--- config.mk ---
export PLATFORM = sky130hd
export DESIGN_NAME = logic_op_arbiter
export DESIGN_NICKNAME = d
export VERILOG_FILES = /design/src/rtl/logic_pkg.sv /design/src/rtl/logic_op_arbiter_rr_arbiter.sv /design/src/rtl/logic_op_arbiter.sv
export SDC_FILE = /design/constraint.sdc
export NUM_CORES = 1
export LEC_CHECK = 0
export ABC_AREA = 1
export CAP_MARGIN = 20
export CORE_AREA = 2 2 107 109
export CTS_CLUSTER_DIAMETER = 60
export DETAILED_ROUTE_END_ITERATION = 6
export DIE_AREA = 0 0 109 111
export GPL_ROUTABILITY_DRIVEN = 0
export PLACE_DENSITY_LB_ADDON = 0.1
export SYNTH_ARGS = -nofsm -noshare
export SYNTH_HDL_FRONTEND = slang
export SYNTH_SLANG_ARGS = --single-unit
--- constraint.sdc ---
create_clock -name clk -period 4.21 [get_ports clk]
set_input_delay 0.842 -clock clk [delete_from_list [all_inputs] [get_ports clk]]
set_output_delay 0.842 -clock clk [all_outputs]
set_load 0.01 [all_outputs]
--- src/rtl/logic_pkg.sv ---
// Shared definitions for the logical-op arbiter: op encodings, slot FSM states, ctrl width.
package logic_pkg;

    localparam int unsigned CTRL_W = 4;

    localparam logic [CTRL_W-1:0] ALU_AND = 4'b0010;
    localparam logic [CTRL_W-1:0] ALU_OR  = 4'b0011;
    localparam logic [CTRL_W-1:0] ALU_XOR = 4'b0100;

    typedef enum logic {
        EMPTY = 1'b0,
        FULL  = 1'b1
    } state_e;

    // True for the op codes the shared logical unit implements
    function automatic logic is_legal_op(input logic [CTRL_W-1:0] op);
        return (op == ALU_AND) || (op == ALU_OR) || (op == ALU_XOR);
    endfunction

endpackage

--- src/rtl/logic_op_arbiter_rr_arbiter.sv ---
// Round-robin grant logic: first asserted request searching circularly from ptr.
// Purely combinational; the pointer register lives in the parent.
module rr_arbiter #(
    parameter int unsigned N     = 2,
    parameter int unsigned IDX_W = (N > 1) ? $clog2(N) : 1
) (
    input  logic [N-1:0]     req,
    input  logic             en,
    input  logic [IDX_W-1:0] ptr,
    output logic [N-1:0]     gnt,
    output logic [IDX_W-1:0] gnt_idx
);

    // Circular priority search; the offset loop encodes search order, the inner loop keeps indices constant
    always_comb begin
        logic found;
        gnt     = '0;
        gnt_idx = '0;
        found   = 1'b0;
        for (int unsigned off = 0; off < N; off++) begin
            for (int unsigned i = 0; i < N; i++) begin
                if (en && !found && req[i] && (((32'(ptr) + off) % N) == i)) begin
                    gnt[i]  = 1'b1;
                    gnt_idx = IDX_W'(i);
                    found   = 1'b1;
                end
            end
        end
    end

endmodule

--- src/rtl/logic_op_arbiter.sv ---
// Shares one logical unit (AND/OR/XOR) between NUM_REQ requesters with a
// round-robin grant and a single registered response slot.
// Optional: define LOGIC_ARB_ILLEGAL_EN to flag unsupported alu_ctrl codes on rsp_err.
module logic_op_arbiter
    import logic_pkg::*;
#(
    parameter int unsigned NUM_REQ = 2,
    parameter int unsigned XLEN    = 32,
    parameter int unsigned ID_W    = 3
) (
    input  logic                      clk,
    input  logic                      rst,
    input  logic [NUM_REQ-1:0]        req_valid,
    output logic [NUM_REQ-1:0]        req_ready,
    input  logic [NUM_REQ*XLEN-1:0]   req_rs1,
    input  logic [NUM_REQ*XLEN-1:0]   req_rs2,
    input  logic [NUM_REQ*CTRL_W-1:0] req_alu_ctrl,
    output logic [XLEN-1:0]           alu_rs1,
    output logic [XLEN-1:0]           alu_rs2,
    output logic [CTRL_W-1:0]         alu_ctrl,
    input  logic [XLEN-1:0]           alu_result,
    output logic                      rsp_valid,
    input  logic                      rsp_ready,
    output logic [XLEN-1:0]           rsp_data,
    output logic [ID_W-1:0]           rsp_id,
    output logic                      rsp_err
);

    localparam int unsigned PTR_W = (NUM_REQ > 1) ? $clog2(NUM_REQ) : 1;

    state_e             state_q, state_d;
    logic [PTR_W-1:0]   ptr_q, ptr_d;
    logic [XLEN-1:0]    rsp_data_q, rsp_data_d;
    logic [ID_W-1:0]    rsp_id_q, rsp_id_d;

    logic               can_accept;
    logic               accept;
    logic [NUM_REQ-1:0] gnt;
    logic [PTR_W-1:0]   gnt_idx;

    // Slot can take a new op when empty or when its current response leaves this cycle
    assign can_accept = !rst && ((state_q == EMPTY) || rsp_ready);
    assign accept     = |gnt;
    assign req_ready  = gnt;

    rr_arbiter #(
        .N     (NUM_REQ),
        .IDX_W (PTR_W)
    ) u_rr_arbiter (
        .req     (req_valid),
        .en      (can_accept),
        .ptr     (ptr_q),
        .gnt     (gnt),
        .gnt_idx (gnt_idx)
    );

    // Operand mux from the granted requester; zero when nothing is granted so the unit stays quiet
    always_comb begin
        alu_rs1  = '0;
        alu_rs2  = '0;
        alu_ctrl = '0;
        for (int unsigned i = 0; i < NUM_REQ; i++) begin
            if (gnt[i]) begin
                alu_rs1  = req_rs1[i*XLEN +: XLEN];
                alu_rs2  = req_rs2[i*XLEN +: XLEN];
                alu_ctrl = req_alu_ctrl[i*CTRL_W +: CTRL_W];
            end
        end
    end

    // Next-state: reload slot on accept, drain on consume, otherwise hold
    always_comb begin
        state_d    = state_q;
        ptr_d      = ptr_q;
        rsp_data_d = rsp_data_q;
        rsp_id_d   = rsp_id_q;
        if (accept) begin
            state_d    = FULL;
            rsp_data_d = alu_result;
            rsp_id_d   = ID_W'(gnt_idx);
            ptr_d      = (gnt_idx == PTR_W'(NUM_REQ - 1)) ? '0 : gnt_idx + PTR_W'(1);
        end else if ((state_q == FULL) && rsp_ready) begin
            state_d = EMPTY;
        end
    end

    // Slot FSM, pointer and response registers
    always_ff @(posedge clk or posedge rst) begin
        if (rst) begin
            state_q    <= EMPTY;
            ptr_q      <= '0;
            rsp_data_q <= '0;
            rsp_id_q   <= '0;
        end else begin
            state_q    <= state_d;
            ptr_q      <= ptr_d;
            rsp_data_q <= rsp_data_d;
            rsp_id_q   <= rsp_id_d;
        end
    end

    assign rsp_valid = (state_q == FULL);
    assign rsp_data  = rsp_data_q;
    assign rsp_id    = rsp_id_q;

`ifdef LOGIC_ARB_ILLEGAL_EN
    logic rsp_err_q, rsp_err_d;

    // Illegal-op flag follows the slot: captured on accept, held otherwise
    always_comb begin
        rsp_err_d = rsp_err_q;
        if (accept) begin
            rsp_err_d = !is_legal_op(alu_ctrl);
        end
    end

    // Error flag register
    always_ff @(posedge clk or posedge rst) begin
        if (rst) begin
            rsp_err_q <= 1'b0;
        end else begin
            rsp_err_q <= rsp_err_d;
        end
    end

    assign rsp_err = rsp_err_q;
`else
    assign rsp_err = 1'b0;
`endif

endmodule

# Yosys cells after proc, flatten, opt, wreduce, memory -nomap -nowiden
# Index checks and enable logic that the tools add are counted.
totals:
  ff_bits: 35
  input_bits: 173
  out_inout_bits: 107
classes:
  n_addsub: 2
  muxes: 17
  bitwise: 1
  reduce_logical: 22
op_table:
  columns: ["op", "n"]
  rows:
  - ["$mux W32", 4]
  - ["$logic_not A32 Y1", 2]
  - ["$logic_and A1 B1 Y1", 13]
  - ["$mux W1", 11]
  - ["$mux W4", 2]
  - ["$logic_not A1 Y1", 4]
  - ["$add A1 B1 Y1 const B", 2]
  - ["$reduce_bool A2 Y1", 1]
  - ["$reduce_or A2 Y1", 1]
  - ["$logic_or A1 B1 Y1", 1]
  - ["$not A1 Y1", 1]

# Longest topological paths before layout
logic_depth:
  ltp_word: 23
  ltp_mapped: 9
  mapped_depth_nobuf: 8

# By module
# A second synthesis with hierarchy kept.
hier_totals:
  cells_unflattened: 391
  hier_area_um2: 2392.3
modules_own_cells:
  columns: ["module", "instances", "cells_per_inst", "area_per_inst_um2"]
  rows:
  - ["logic_op_arbiter", 1, 385, 2366.0]
  - ["rr_arbiter", 1, 6, 26.3]

# Least setup slack after synthesis
# OpenSTA, ideal clock, no wires.
synth_path:
  path_type: "input -> output"
  from: "input rsp_ready"
  to: "output alu_ctrl[1]"
  t_arrival_ps: 1576
  required_ps: 3368
  setup_slack_ps: 1792
  stages: 8
  n_path_buf: 2
  cell_sequence: "inv_2 > a21oi_4 > nand2_4 > inv_2 > buf_6 > buf_6 > nand2_1 > nand2_1"
synth_between:
  elab_chain_len: 21
synth_lines:
  columns: ["element", "line", "rtl"]
  rows:
  - ["start, declared", "logic_op_arbiter.sv:23", "input logic rsp_ready,"]
  - ["$logic_or A1 B1 Y1 (*)", "logic_op_arbiter.sv:42", "assign can_accept = !rst && ((state_q == EMPTY) || rsp_ready);"]
  - ["$logic_and A1 B1 Y1 (*)", "logic_op_arbiter.sv:42", null]
  - ["$logic_and A1 B1 Y1 (2 in series)", "logic_op_arbiter_rr_arbiter.sv:22", "if (en && !found && req[i] && (((32'(ptr) + off) % N) == i)) begin"]
  - ["$mux W1", "logic_op_arbiter_rr_arbiter.sv:22", null]
  - ["$logic_not A1 Y1", "logic_op_arbiter_rr_arbiter.sv:22", null]
  - ["$logic_and A1 B1 Y1 (3 in series)", "logic_op_arbiter_rr_arbiter.sv:22", null]
  - ["$mux W1", "logic_op_arbiter_rr_arbiter.sv:22", null]
  - ["$logic_not A1 Y1", "logic_op_arbiter_rr_arbiter.sv:22", null]
  - ["$logic_and A1 B1 Y1 (3 in series)", "logic_op_arbiter_rr_arbiter.sv:22", null]
  - ["$mux W1", "logic_op_arbiter_rr_arbiter.sv:22", null]
  - ["$logic_not A1 Y1", "logic_op_arbiter_rr_arbiter.sv:22", null]
  - ["$logic_and A1 B1 Y1 (3 in series)", "logic_op_arbiter_rr_arbiter.sv:22", null]
  - ["$mux W1", "logic_op_arbiter_rr_arbiter.sv:22", null]
  - ["$mux W4 (*)", "logic_op_arbiter.sv:63", "if (gnt[i]) begin"]
  - ["end, declared", "logic_op_arbiter.sv:20", "output logic [CTRL_W-1:0] alu_ctrl,"]
# Every way passes the cells marked *; elsewhere a longest branch is shown, timed or not.

# Worst setup path after layout
layout_path:
  from: "input rsp_ready"
  to: "output alu_rs1[26]"
layout_between:
  elab_chain_len: 21
layout_lines:
  columns: ["element", "line", "rtl"]
  rows:
  - ["$logic_or A1 B1 Y1 (*)", "logic_op_arbiter.sv:42", null]
  - ["$logic_and A1 B1 Y1 (*)", "logic_op_arbiter.sv:42", null]
  - ["$logic_and A1 B1 Y1 (2 in series)", "logic_op_arbiter_rr_arbiter.sv:22", null]
  - ["$mux W1", "logic_op_arbiter_rr_arbiter.sv:22", null]
  - ["$logic_not A1 Y1", "logic_op_arbiter_rr_arbiter.sv:22", null]
  - ["$logic_and A1 B1 Y1 (3 in series)", "logic_op_arbiter_rr_arbiter.sv:22", null]
  - ["$mux W1", "logic_op_arbiter_rr_arbiter.sv:22", null]
  - ["$logic_not A1 Y1", "logic_op_arbiter_rr_arbiter.sv:22", null]
  - ["$logic_and A1 B1 Y1 (3 in series)", "logic_op_arbiter_rr_arbiter.sv:22", null]
  - ["$mux W1", "logic_op_arbiter_rr_arbiter.sv:22", null]
  - ["$logic_not A1 Y1", "logic_op_arbiter_rr_arbiter.sv:22", null]
  - ["$logic_and A1 B1 Y1 (3 in series)", "logic_op_arbiter_rr_arbiter.sv:22", null]
  - ["$mux W1", "logic_op_arbiter_rr_arbiter.sv:22", null]
  - ["$mux W32 (*)", "logic_op_arbiter.sv:63", null]
  - ["end, declared", "logic_op_arbiter.sv:18", "output logic [XLEN-1:0] alu_rs1,"]
# Marks and branches as above.

==> impl_metrics.csv <==
group,metric,value,unit
clock_network,worstSkewPairLatency,0.27,ns
clock_network,tritoncts,"built",
grt,grt_pass1_wl,17000,um
worst_setup_path,critical_path.startpoint,"rsp_ready",
synthesis,postSynthRegisterBits,35,
finish,n_diodes,0,
synthesis,netlist_top_cells_area,"sky130_fd_sc_hd__nand2_1, sky130_fd_sc_hd__dfrtp_1, sky130_fd_sc_hd__nand3_1, sky130_fd_sc_hd__buf_4, sky130_fd_sc_hd__buf_2",
worst_setup_path,cp_max_fo,22,
clock_network,cts_buffers,5,
floorplan,fp.dieH,111,um
worst_setup_path,critical_path.startpoint_type,"input port",
clock_network,cts.repair_timing.setup_buffer_count,0,
worst_setup_path,r2r_slack,2.59,ns
timing,finalSetupViolCount,0,
synthesis,netlist-cell-type-count,14,
worst_setup_path,worstPathRequired,3.37,ns
floorplan,initial_core_util,21.0,%
grt,global_route.usage.total,18.0,%
worst_setup_path,worst_setup_path_end_kind,"primary output",
grt,grt_pass1_vias,3139,
timing,timing_worst_slew_pin_value,0.615,ns
floorplan,count_of_boundary_i_o_pins,280,
placed_design,place.detailed.hpwl,9320,um
finish,layout.filler_cells,1126,
routing,vias_per_cell,4.15,
finish,final_cell_area,5350,um2
synthesis,part_of_the_yosys_area_used_for_sequential_elements,37.7,%
worst_setup_path,worst_r2r_path_depth,6,
timing,clock-skew-final,0.00711,ns
timing,min_period,3.67,ns
worst_setup_path,worst-endpoint-arrival,2.83,ns
clock_network,max-clock-path-buffers,2,
pwr,p_leak,2.53,nW
synthesis,area_leader_netlist,"sky130_fd_sc_hd__nand2_1",
grt,global_route.overflow_total,0,
pwr,ir_drop,0.000269,V
timing,hold_violations,0,
routing,route.detailed.drc,0,
synthesis,post_synth_instance_area,2320,um2
routing,route.detailed.wl_per_inst,14.6,um
job,maxCapViolCount,0,
floorplan,core_region_area,11100,um2
clock_network,root_buffer,"sky130_fd_sc_hd__clkbuf_16",
timing,post_route_clock_period_utilization,87.2,%
clock_network,hold_fix_buffers_cts,0,
routing,ant_nets,0,
synthesis,syn_inst,383,
floorplan,die-area,12100,um2
clock_network,worst_setup_hold_path_clk_slew,0.06,ns
clock_network,cts.repair.resized,0,
timing,rsz0062_at_grt,"false",
synthesis,synthDominantCellAreaShare,44.6,%
finish,drive_gt1_share,3.84,%
grt,antenna_violations_before_repair,3,
placed_design,port_buffers,276,
routing,num_vias,3292,
synthesis,synthesis.yosys.warnings,0,
grt,grt_start_max_net_pins,36,
min_path,worstHoldPathType,"register to register",
timing,max_fclk,0.272,GHz
routing,drt_initial_violations,197,
routing,detailedRoute.firstPassIterationCount,4,
finish,fin_util,48.3,%
routing,drt-total-wl,11600,um
finish,syn_to_final_growth,130,%
worst_setup_path,crit_reg_reg_startpoint,"rsp_valid",
worst_setup_path,crit_type,"input port to primary output",
clock_network,deepest_level_of_the_cts_h_tree,2,
timing,report.final.slew_viol_count,0,
floorplan,placement_rows,39,
synthesis,average_footprint_of_a_synthesized_cell,6.06,um2
status,outcome,"completed",
timing,fin_tns_setup,0,ns
pwr,power_density,307,nW/um2
timing,maxSlewHeadroom,59.0,%
worst_setup_path,worst_setup_path_end,"alu_rs1[26]",
floorplan,die_w,109,um
placed_design,placedInstanceArea,5200,um2
clock_network,clock-sinks,35,
worst_setup_path,critical_path.reg2reg.endpoint,"rsp_data[2]",
finish,final_nets,823,
per-stage QoR:
| stage | cells | hold WS [ns] | worst slack (ns) | power [mW] |
|---|---|---|---|---|
| 6_report | 794 | 0.474 | 0.538 | 1.64 |
| 5_1_grt | 794 | 0.511 | 0.394 | 1.75 |
| 4_1_cts | 794 | 0.485 | 0.542 | 1.67 |
| 3_5_place_dp | 786 | 0.471 | 0.556 | 1.28 |
| 3_3_place_gp | 786 | 0.457 | 0.569 | 1.28 |
| 2_1_floorplan | 385 | 0.509 | 1.79 | 0.768 |
state kept, by name (all words and copies together), names as in the netlist:
signal,count
rsp_data,32
ptr_q,1
rsp_valid,1
rsp_id,1
synthesized netlist by cell type (all sizes together):
cell type    n
a21oi        3
buf         26
conb         1
dfrtp       35
inv          7
nand2      278
nand3       33
cell type report:
type                       count  area (um2)  share of cell area, %
sequential                    35         876                   16.4
clock inverter                 1        8.76                  0.164
inverter                       7        26.3                  0.491
clock buffer                   7         143                   2.66
timing repair buffer         284        2860                   53.4
multi-input combinational    317        1260                   23.5
tap                          143         179                   3.34
per-layer routing:
layer / share of wire, % / wire length [um] / track usage (%) / up-vias
met3: 9.3 / 1080 / 5.88 / 20
li1: - / - / - / 1682
met2: 49 / 5630 / 31.2 / 146
met5: 0.26 / 30 / 0 / -
met1: 40 / 4590 / 20.7 / 1440
met4: 2.2 / 251 / 5.21 / 4
cell families (layout without fill, tap and decap cells):
family,count (synthesis),after routing,share of synthesized area [%]
and+or+nand+nor,311,311,52.5
other,1,3,0.161
AOI/OAI and AO/OA,3,3,1.29
DFF,35,35,37.7
buffers and inverters,33,299,8.35
where the power goes:
group / leakage [nW] / internal (mW) / switching [mW]
logic: 2.02 / 0.473 / 0.321
registers: 0.435 / 0.426 / 0.0524
clock network: 0.0741 / 0.236 / 0.134
worst min path at each step:
stage | start | to | slack (ns) | cells after the start
3_3_place_gp | rsp_id[0] | rsp_id[0] | 0.46 | 2
6_report | rsp_id[0] | rsp_id[0] | 0.47 | 2
5_1_grt | rsp_id[0] | rsp_id[0] | 0.51 | 2
2_1_floorplan | rsp_id[0] | rsp_id[0] | 0.51 | 2
3_5_place_dp | rsp_id[0] | rsp_id[0] | 0.47 | 2
4_1_cts | rsp_id[0] | rsp_id[0] | 0.49 | 2
worst max-delay path, stage by stage:
cell and delay, ns:
sky130_fd_sc_hd__clkdlybuf4s50_1 0.47, sky130_fd_sc_hd__inv_2 0.05, sky130_fd_sc_hd__a21oi_4 0.16, sky130_fd_sc_hd__nand2_4 0.06
sky130_fd_sc_hd__inv_2 0.22, sky130_fd_sc_hd__buf_4 0.31, sky130_fd_sc_hd__nand2_1 0.08, sky130_fd_sc_hd__nand2_1 0.08
sky130_fd_sc_hd__clkdlybuf4s50_1 0.55
layout by cell type, fill, tap and decap left out, drive strengths merged:
master and instances:
a21oi 3, buf 8, clkbuf 7, clkdlybuf4s50 276
clkinv 1, conb 3, dfrtp 35, inv 7
nand2 278, nand3 33
(Power assumes the default switching activity.)
